`src/rtl/seg7_pkg.sv`:
```
// Shared constants and types for the multiplexed 8-digit 7-segment scan interface.
package seg7_pkg;

  localparam logic [7:0] SEG_BLANK = 8'hFF;
  localparam logic [7:0] SEL_IDLE  = 8'hFF;

  // Active-low gfedcba patterns for hex digits 0..F, decimal point (bit7) off.
  localparam logic [7:0] SEG_PAT [16] = '{
    8'hC0, 8'hF9, 8'hA4, 8'hB0, 8'h99, 8'h92, 8'h82, 8'hF8,
    8'h80, 8'h90, 8'h88, 8'h83, 8'hC6, 8'hA1, 8'h86, 8'h8E
  };

  typedef logic [2:0] digit_idx_t;

  typedef struct packed {
    logic       blank;
    logic       err;
    digit_idx_t idx;
  } sel_dec_t;

  // One-cold select to digit index; no zero bits is blank, several is an error.
  function automatic sel_dec_t sel_decode(input logic [7:0] sel);
    sel_dec_t    d;
    int unsigned zeros;
    d     = '0;
    zeros = 0;
    for (int i = 0; i < 8; i++) begin
      if (!sel[i]) begin
        zeros += 1;
        d.idx  = digit_idx_t'(i);
      end
    end
    d.blank = (zeros == 0);
    d.err   = (zeros > 1);
    return d;
  endfunction

endpackage

```
`src/rtl/seg7_decode.sv`:
```
// Combinational 7-segment pattern to hex nibble decoder; decimal point ignored.
module seg7_decode (
  input  logic [7:0] seg,
  output logic       ok_c,
  output logic [3:0] nib_c
);
  import seg7_pkg::*;

  logic [7:0]  seg_n;
  logic [15:0] match;

  // Parallel compare against every pattern; at most one can hit, so OR-ing indices is safe.
  always_comb begin
    seg_n = seg | 8'h80;
    match = '0;
    nib_c = '0;
    for (int k = 0; k < 16; k++) begin
      match[k] = (seg_n == SEG_PAT[k]);
      if (match[k]) nib_c = nib_c | 4'(k);
    end
    ok_c = |match;
  end

endmodule

```
`src/rtl/seg7_capture.sv`:
```
// Samples the active-low scan lines of the display driver and reassembles the
// displayed 32-bit word, with settle filtering and malformed-sample reporting.
module seg7_capture #(
  parameter int unsigned SETTLE = 4,
  parameter int unsigned FCNT_W = 16
) (
  input  logic              clk,
  input  logic              reset,
  input  logic [7:0]        i_seg,
  input  logic [7:0]        i_sel,
  output logic [31:0]       o_data,
  output logic              o_valid,
  output logic              o_err,
  output logic [7:0]        o_mask,
  output logic [FCNT_W-1:0] o_frames
);
  import seg7_pkg::*;

  localparam logic [7:0] CNT_MAX = 8'(SETTLE);
  localparam logic [7:0] CNT_HIT = 8'(SETTLE - 1);

  logic [7:0]  r_seg, r_sel, p_seg, p_sel;
  logic [7:0]  cnt;
  logic [31:0] shadow, shadow_nx;
  logic [7:0]  mask_nx;
  logic        stable, strobe;
  logic        pat_ok;
  logic [3:0]  nib;
  sel_dec_t    sel_d;

  seg7_decode u_decode (
    .seg   (r_seg),
    .ok_c  (pat_ok),
    .nib_c (nib)
  );

  always_comb begin
    stable    = (r_seg == p_seg) && (r_sel == p_sel);
    strobe    = stable && (cnt == CNT_HIT);
    sel_d     = sel_decode(r_sel);
    shadow_nx = shadow;
    shadow_nx[{sel_d.idx, 2'b00} +: 4] = nib;
    mask_nx   = o_mask | (8'd1 << sel_d.idx);
  end

  // Input pipeline, settle counter and frame assembly.
  always_ff @(posedge clk) begin
    if (reset) begin
      r_seg    <= SEG_BLANK;
      p_seg    <= SEG_BLANK;
      r_sel    <= SEL_IDLE;
      p_sel    <= SEL_IDLE;
      cnt      <= '0;
      shadow   <= '0;
      o_data   <= '0;
      o_valid  <= 1'b0;
      o_err    <= 1'b0;
      o_mask   <= '0;
      o_frames <= '0;
    end else begin
      r_seg   <= i_seg;
      r_sel   <= i_sel;
      p_seg   <= r_seg;
      p_sel   <= r_sel;
      o_valid <= 1'b0;
      o_err   <= 1'b0;

      if (!stable)            cnt <= '0;
      else if (cnt != CNT_MAX) cnt <= cnt + 8'd1;

      if (strobe && !sel_d.blank) begin
        if (sel_d.err || !pat_ok) begin
          o_err  <= 1'b1;
          o_mask <= '0;
        end else begin
          shadow <= shadow_nx;
          if (mask_nx == 8'hFF) begin
            o_data   <= shadow_nx;
            o_valid  <= 1'b1;
            o_mask   <= '0;
            o_frames <= o_frames + FCNT_W'(1);
          end else begin
            o_mask <= mask_nx;
          end
        end
      end
    end
  end

endmodule

```
`config.mk`:
```
export PLATFORM = sky130hd
export DESIGN_NAME = seg7_capture
export DESIGN_NICKNAME = d
export VERILOG_FILES = /design/src/rtl/seg7_pkg.sv /design/src/rtl/seg7_decode.sv /design/src/rtl/seg7_capture.sv
export SDC_FILE = /design/constraint.sdc
export NUM_CORES = 1
export LEC_CHECK = 0
export BUFFER_PORTS_ARGS = -buffer_cell sky130_fd_sc_hd__buf_4
export CAP_MARGIN = 20
export CORE_AREA = 5 5 131 133
export CTS_CLUSTER_SIZE = 40
export DETAILED_ROUTE_END_ITERATION = 8
export DIE_AREA = 0 0 136 138
export RECOVER_POWER = 25
export SLEW_MARGIN = 5
export SYNTH_ARGS = -nofsm -noshare
export SYNTH_HDL_FRONTEND = slang
export SYNTH_SLANG_ARGS = --single-unit
```
`constraint.sdc`:
```
create_clock -name clk -period 11.83 [get_ports clk]
set_clock_uncertainty 0.15 [all_clocks]
set_input_delay 1.183 -clock clk [delete_from_list [all_inputs] [get_ports clk]]
set_output_delay 1.183 -clock clk [all_outputs]
set_load 0.02 [all_outputs]
```
* Word level (Yosys, flattened, before mapping)
Cells that the tools add are included.
Word-level totals: bits in registers 130, output and inout bits 58, word-level logic and storage cells 98
Cells by class: $add $sub $neg 10, $lt $le $gt $ge 1, equality and inequality tests 20, shift operators 3, multiplexer cells 35, bitwise gates (word level) 4, reduce and logical (&&, ||, !) cells 14
Operators by type and width (number):
- $add A32 B1 Y32 const B | 7
- $mux W32 | 7
- $bwmux W32 | 1
- $gt A32 B1 Y1 const B | 1
- $logic_not A32 Y1 | 1
- $mux W4 | 8
- $shift A4 B7 Y32 const A | 1
- $shiftx A4 B7 Y32 | 1
- $mux W3 | 10
- $eq A7 B7 Y1 const B | 4
- $eq A7 B5 Y1 const B | 3
- $eq A7 B6 Y1 const B | 3
- $add A16 B1 Y16 const B | 1
- $eq A8 B8 Y1 | 2
- $mux W8 | 2
- $reduce_or A16 Y1 | 1
- $eq A7 B2 Y1 const B | 2
- $eq A7 B4 Y1 const B | 2
- $add A8 B1 Y8 const B | 1
- $eq A8 B2 Y1 const B | 1
- $eq A8 B8 Y1 const B | 1
- $ne A8 B3 Y1 const B | 1
- $or A8 B8 Y8 | 1
- $shl A1 B3 Y8 const A | 1
- 13 further kinds | 24

* Depth between registers and ports, before layout
depth in word-level cells 20, gate-level depth with buffers 28

* Hierarchy
Synthesis repeated with hierarchy kept, for this count alone.
Second synthesis, totals: cells, all modules 735, area total of the unflattened synthesis 6671.4 um2
Modules (own cells, without submodules):
- seg7_capture | times used 1, cells each 693, area each 6372.4 um2
- seg7_decode | times used 1, cells each 42, area each 299.0 um2

* Worst setup path after synthesis
Ideal clock, no wire load.
kind reg-to-reg, start reg r_sel[1], end reg shadow[18], arrival 5.235 ns, data required time 11.548 ns, path slack 6.313 ns, cell stages (with the launch flop) 29, path buffers 3, clock period less this slack 5.517 ns, path through dfxtp_1 inv_1 ha_1 buf_1 xnor2_1 nor2_1 a31oi_1 ha_1 nor2b_1 nor3_1 inv_1 ha_1 or2_2 o41ai_2 inv_1 ha_1 inv_1 mux2i_2 ha_1 nor2b_1 xnor2_1 and3_1 or3_1 nand4b_1 or4_1 buf_2 buf_6 o311ai_1 o41ai_1
Between the ends: cells in the longest elaborated chain, start to end 17
Ends and longest elaborated chain:
- from (decl) | RTL line seg7_capture.sv:22 | logic [7:0] r_seg, r_sel, p_seg, p_sel;
- from (signal assigned) | RTL line seg7_capture.sv:62 | r_sel <= i_sel;
- $mux W32 | RTL line seg7_pkg.sv:28 | if (!sel[i]) begin
- $add A32 B1 Y32 | RTL line seg7_pkg.sv:29 | zeros += 1;
- $mux W32 | RTL line seg7_pkg.sv:28
- $add A32 B1 Y32 | RTL line seg7_pkg.sv:29
- $mux W32 | RTL line seg7_pkg.sv:28
- $add A32 B1 Y32 | RTL line seg7_pkg.sv:29
- $mux W32 | RTL line seg7_pkg.sv:28
- $add A32 B1 Y32 | RTL line seg7_pkg.sv:29
- $mux W32 | RTL line seg7_pkg.sv:28
- $add A32 B1 Y32 | RTL line seg7_pkg.sv:29
- $mux W32 | RTL line seg7_pkg.sv:28
- $add A32 B1 Y32 | RTL line seg7_pkg.sv:29
- $mux W32 | RTL line seg7_pkg.sv:28
- $gt A32 B1 Y1 or $logic_not A32 Y1 (tied branches) | RTL line seg7_pkg.sv:34, seg7_pkg.sv:33
- $logic_or A1 B1 Y1 or $logic_not A1 Y1 (tied branches) | RTL line seg7_capture.sv:72, seg7_capture.sv:71
- $not A1 Y1 (no source line) or $logic_and A1 B1 Y1 (tied branches)
- $reduce_and A2 Y1 (no source line)
- to (signal assigned) | RTL line seg7_capture.sv:76 | shadow <= shadow_nx;
- to (decl) | RTL line seg7_capture.sv:24 | logic [31:0] shadow, shadow_nx;
Parallel ways exist; a longest one is shown, timed or not. A chain may end at the register's enable or synchronous reset.

* Worst setup path in the final report
start reg r_sel[2], end reg o_mask[1]
Between the ends: cells in the longest elaborated chain, start to end 14
Ends and longest elaborated chain:
- $mux W32 | RTL line seg7_pkg.sv:28
- $add A32 B1 Y32 | RTL line seg7_pkg.sv:29
- $mux W32 | RTL line seg7_pkg.sv:28
- $add A32 B1 Y32 | RTL line seg7_pkg.sv:29
- $mux W32 | RTL line seg7_pkg.sv:28
- $add A32 B1 Y32 | RTL line seg7_pkg.sv:29
- $mux W32 | RTL line seg7_pkg.sv:28
- $add A32 B1 Y32 | RTL line seg7_pkg.sv:29
- $mux W32 | RTL line seg7_pkg.sv:28
- $add A32 B1 Y32 | RTL line seg7_pkg.sv:29
- $mux W32 | RTL line seg7_pkg.sv:28
- $gt A32 B1 Y1 or $logic_not A32 Y1 (tied branches) | RTL line seg7_pkg.sv:34, seg7_pkg.sv:33
- $logic_or A1 B1 Y1 or $logic_not A1 Y1 (tied branches) | RTL line seg7_capture.sv:72, seg7_capture.sv:71
- $mux W8 or $logic_and A1 B1 Y1 (tied branches) | RTL line seg7_capture.sv:72, seg7_capture.sv:71
- to (signal assigned) | RTL line seg7_capture.sv:83 | o_mask <= mask_nx;
- to (decl) | RTL line seg7_capture.sv:14 | output logic [7:0] o_mask,
Parallel ways exist; a longest one is shown, timed or not.

==> out/results.txt <==
Worst Path Max Fanout = 22
Drt pass-1 iters = 5
Slew headroom = -1.14
Worst IR Drop VDD = 0.104 mV
Total global-route track usage = 0.198
TritonCTS Buffers = 17
Required @ worst endpoint = 12040 ps
Die width = 136 um
#FFs+latches synth = 130
First-pass GRT wire length = 30400 um
N_diodes = 0
Number of synthesized flops with an enable pin = 0
Synthesized instance count = 827
Sw frac = 0.256
Layout Nets = 901
Die ar. = 18800 um2
Final period util = 0.559
Most used DFF post-synth = dfxtp_1
Max-Cap Viols = 1
Placed Cells = 1062
Port Buffer Count = 75
Final slew viol count = 76
Core ar. = 15700 um2
Startpoint types = flop
Min Tclk post-route = 6610 ps
Clk sinks = 130
Hold Crit Class = reg -> reg
Total congestion overflow = 0
Cell Pwr Density = 147 nW/um2
Warnings, synthesis = 0
Postcts setup bufs = 0
Post-synthesis area per instance = 8.43 um2
Number of global-route vias before repair = 5991
Int Power = 0.899 mW
Initial DRC count = 480
Slew @ Worst Pin = 3220 ps
Max clock buf depth = 2
Post-Route WL = 18500 um
Arr. time, crit path = 6830 ps
Layout cells sized above 1 = 0.167
RSZ-0062 raised after global routing = no
Crit path kind = reg -> reg
Status = finished with violations
Register area share after synthesis = 0.373
Initial Utilization = 0.444
Drc violations = 0
H-tree levels = 4
Setup violators final = 0
Setup TNS = 0 ps
Dpl hpwl = 12800 um
Sequential share of power = 0.376
Vias per Instance = 5.75
Clock share of power = 0.504
GPL Wtd Cong = 0.866
CTS resizes = 0
Register Area = 2600 um2
# IOs = 76
Synth cell types = 72
Root Buffer = clkbuf_16
Post-Syn Nets = 863
Failing checks = capacitance limit, slew limit
Psw = 0.309 mW
Finished Layout Cells = 1094
Initial antenna violation count = 0
Netlist Area Pre-Place = 6970 um2
P_leak = 3.07 nW
Async S/R FF share, synth = 0
Clk slew on worst S/H paths = 60 ps
Post-CTS Hold Buffers = 0
DIE HEIGHT = 138 um
Clock network latency to the later pin of the worst-skew pair = 430 ps
# rows = 46
Syn-to-layout area delta = 17.5%
Critical Path End Type = flop
Hold_ws = 314 ps
Routed len/inst = 16.9 um
Largest net degree at the start of global routing = 76
Multi-input gate area = 4030 um2
ANT nets after route = 0
Final Hold Viols = 0
Comb power frac = 0.119
Fmax = 0.151 GHz
Number of fill cells = 1488
DR vias = 6292
CTS tree = built
## sequential cells by signal, summed over array words and instances (netlist names)
| signal | cells |
|---|---|
| o_mask | 8 |
| o_frames | 16 |
| o_err | 1 |
| r_sel | 8 |
| p_seg | 8 |
| p_sel | 8 |
| o_data | 32 |
| r_seg | 8 |
| cnt | 8 |
| shadow | 32 |
| o_valid | 1 |
## stage by stage
step	util	cell area, um2	power (mW)	setup slack [ps]
after CTS	0.527	8280	1.21	5220
after detailed placement	0.483	7590	0.607	5260
after floorplan	-	6970	0.575	6310
final	0.521	8190	1.21	5220
after global placement	0.482	7580	0.602	5310
after global routing	0.521	8190	1.25	4650
## worst max-delay path: stages, from the launching register on
cell and delay, ps:
dfxtp_1 740, mux2i_4 360, xnor2_1 150, nor2_1 80
a31oi_1 170, ha_1 240, nor2b_1 150, nor3_1 220
inv_1 70, ha_1 290, or2_2 280, o41ai_2 90
inv_1 90, ha_1 290, inv_1 40, mux2i_2 210
ha_1 180, nor2b_1 240, xnor3_1 250, o21bai_1 130
o31ai_1 100, a31oi_1 270, nand3_1 630, nor4_2 850
a32o_1 260
## power groups by stage
stage	sequential (mW)	clock (mW)	combinational [mW]
after global routing	0.456	0.639	0.158
after CTS	0.454	0.616	0.144
after detailed placement	0.464	0	0.143
after global placement	0.464	0	0.138
final	0.454	0.609	0.144
after floorplan	0.455	0	0.119
## kinds of logic (layout without fill, tap and decap cells)
group | Yosys count | in the layout | share of synthesized area
mux | 28 | 28 | 0.0440
simple gates | 331 | 331 | 0.257
buf+inv | 82 | 133 | 0.0479
fa+ha+maj | 18 | 18 | 0.0323
xor+xnor | 37 | 37 | 0.0537
compound gates | 201 | 201 | 0.192
flops | 130 | 130 | 0.373
## cells in the final DEF, fill, tap and decap left out, types with 18 or more instances in the layout
| cell type | Yosys | final |
|---|---|---|
| a21oi_1 | 48 | 48 |
| buf_4 | 0 | 57 |
| clkbuf_1 | 44 | 23 |
| dfxtp_1 | 130 | 130 |
| ha_1 | 18 | 18 |
| inv_1 | 19 | 18 |
| mux2i_1 | 21 | 21 |
| nand2_1 | 88 | 88 |
| nand3_1 | 56 | 56 |
| nor2_1 | 25 | 25 |
| o21ai_0 | 51 | 51 |
| o31ai_1 | 19 | 19 |
| or2_2 | 35 | 35 |
| xnor2_1 | 28 | 28 |
## synthesized netlist by cell type (all sizes together) (10+ instances only)
cell / number / area share
o31ai: 19 / 0.020
ha: 18 / 0.032
and2: 10 / 0.0090
a31o: 12 / 0.015
clkbuf: 44 / 0.024
or4: 16 / 0.017
o21ai: 51 / 0.037
nor4: 17 / 0.017
a21oi: 48 / 0.034
or2: 35 / 0.031
buf: 17 / 0.013
and3: 12 / 0.011
xnor2: 29 / 0.038
nor2b: 11 / 0.0099
nor2: 25 / 0.013
nand2: 88 / 0.047
nand3: 56 / 0.040
inv: 20 / 0.011
mux2i: 23 / 0.035
nand4: 17 / 0.015
nor3: 17 / 0.013
dfxtp: 130 / 0.37
o211ai: 14 / 0.015
o21a: 10 / 0.011
## worst paths after layout
kind,cells after the start,from,slack [ps],end
min reg2reg,2,o_data[9],310,o_data[9]
max reg2reg,24,r_sel[2],5220,o_mask[1]
min,2,o_data[9],310,o_data[9]
max,24,r_sel[2],5220,o_mask[1]
## metal layers
metal / track usage / wire length (um) / up-vias
met5: 0 / 0 / -
met4: 0.0684 / 313 / 0
met3: 0.0483 / 891 / 27
met2: 0.316 / 8780 / 162
met1: 0.261 / 8550 / 3021
li1: - / - / 3082
## final cells by class
class / count / share of cell area
Multi-Input combinational cell: 615 / 0.492
Sequential cell: 130 / 0.318
Timing Repair Buffer: 80 / 0.0641
Clock buffer: 20 / 0.0557
Tap cell: 216 / 0.0330
Clock inverter: 12 / 0.0275
Inverter: 21 / 0.00962
No activity file was read; power rests on OpenSTA's default activity.
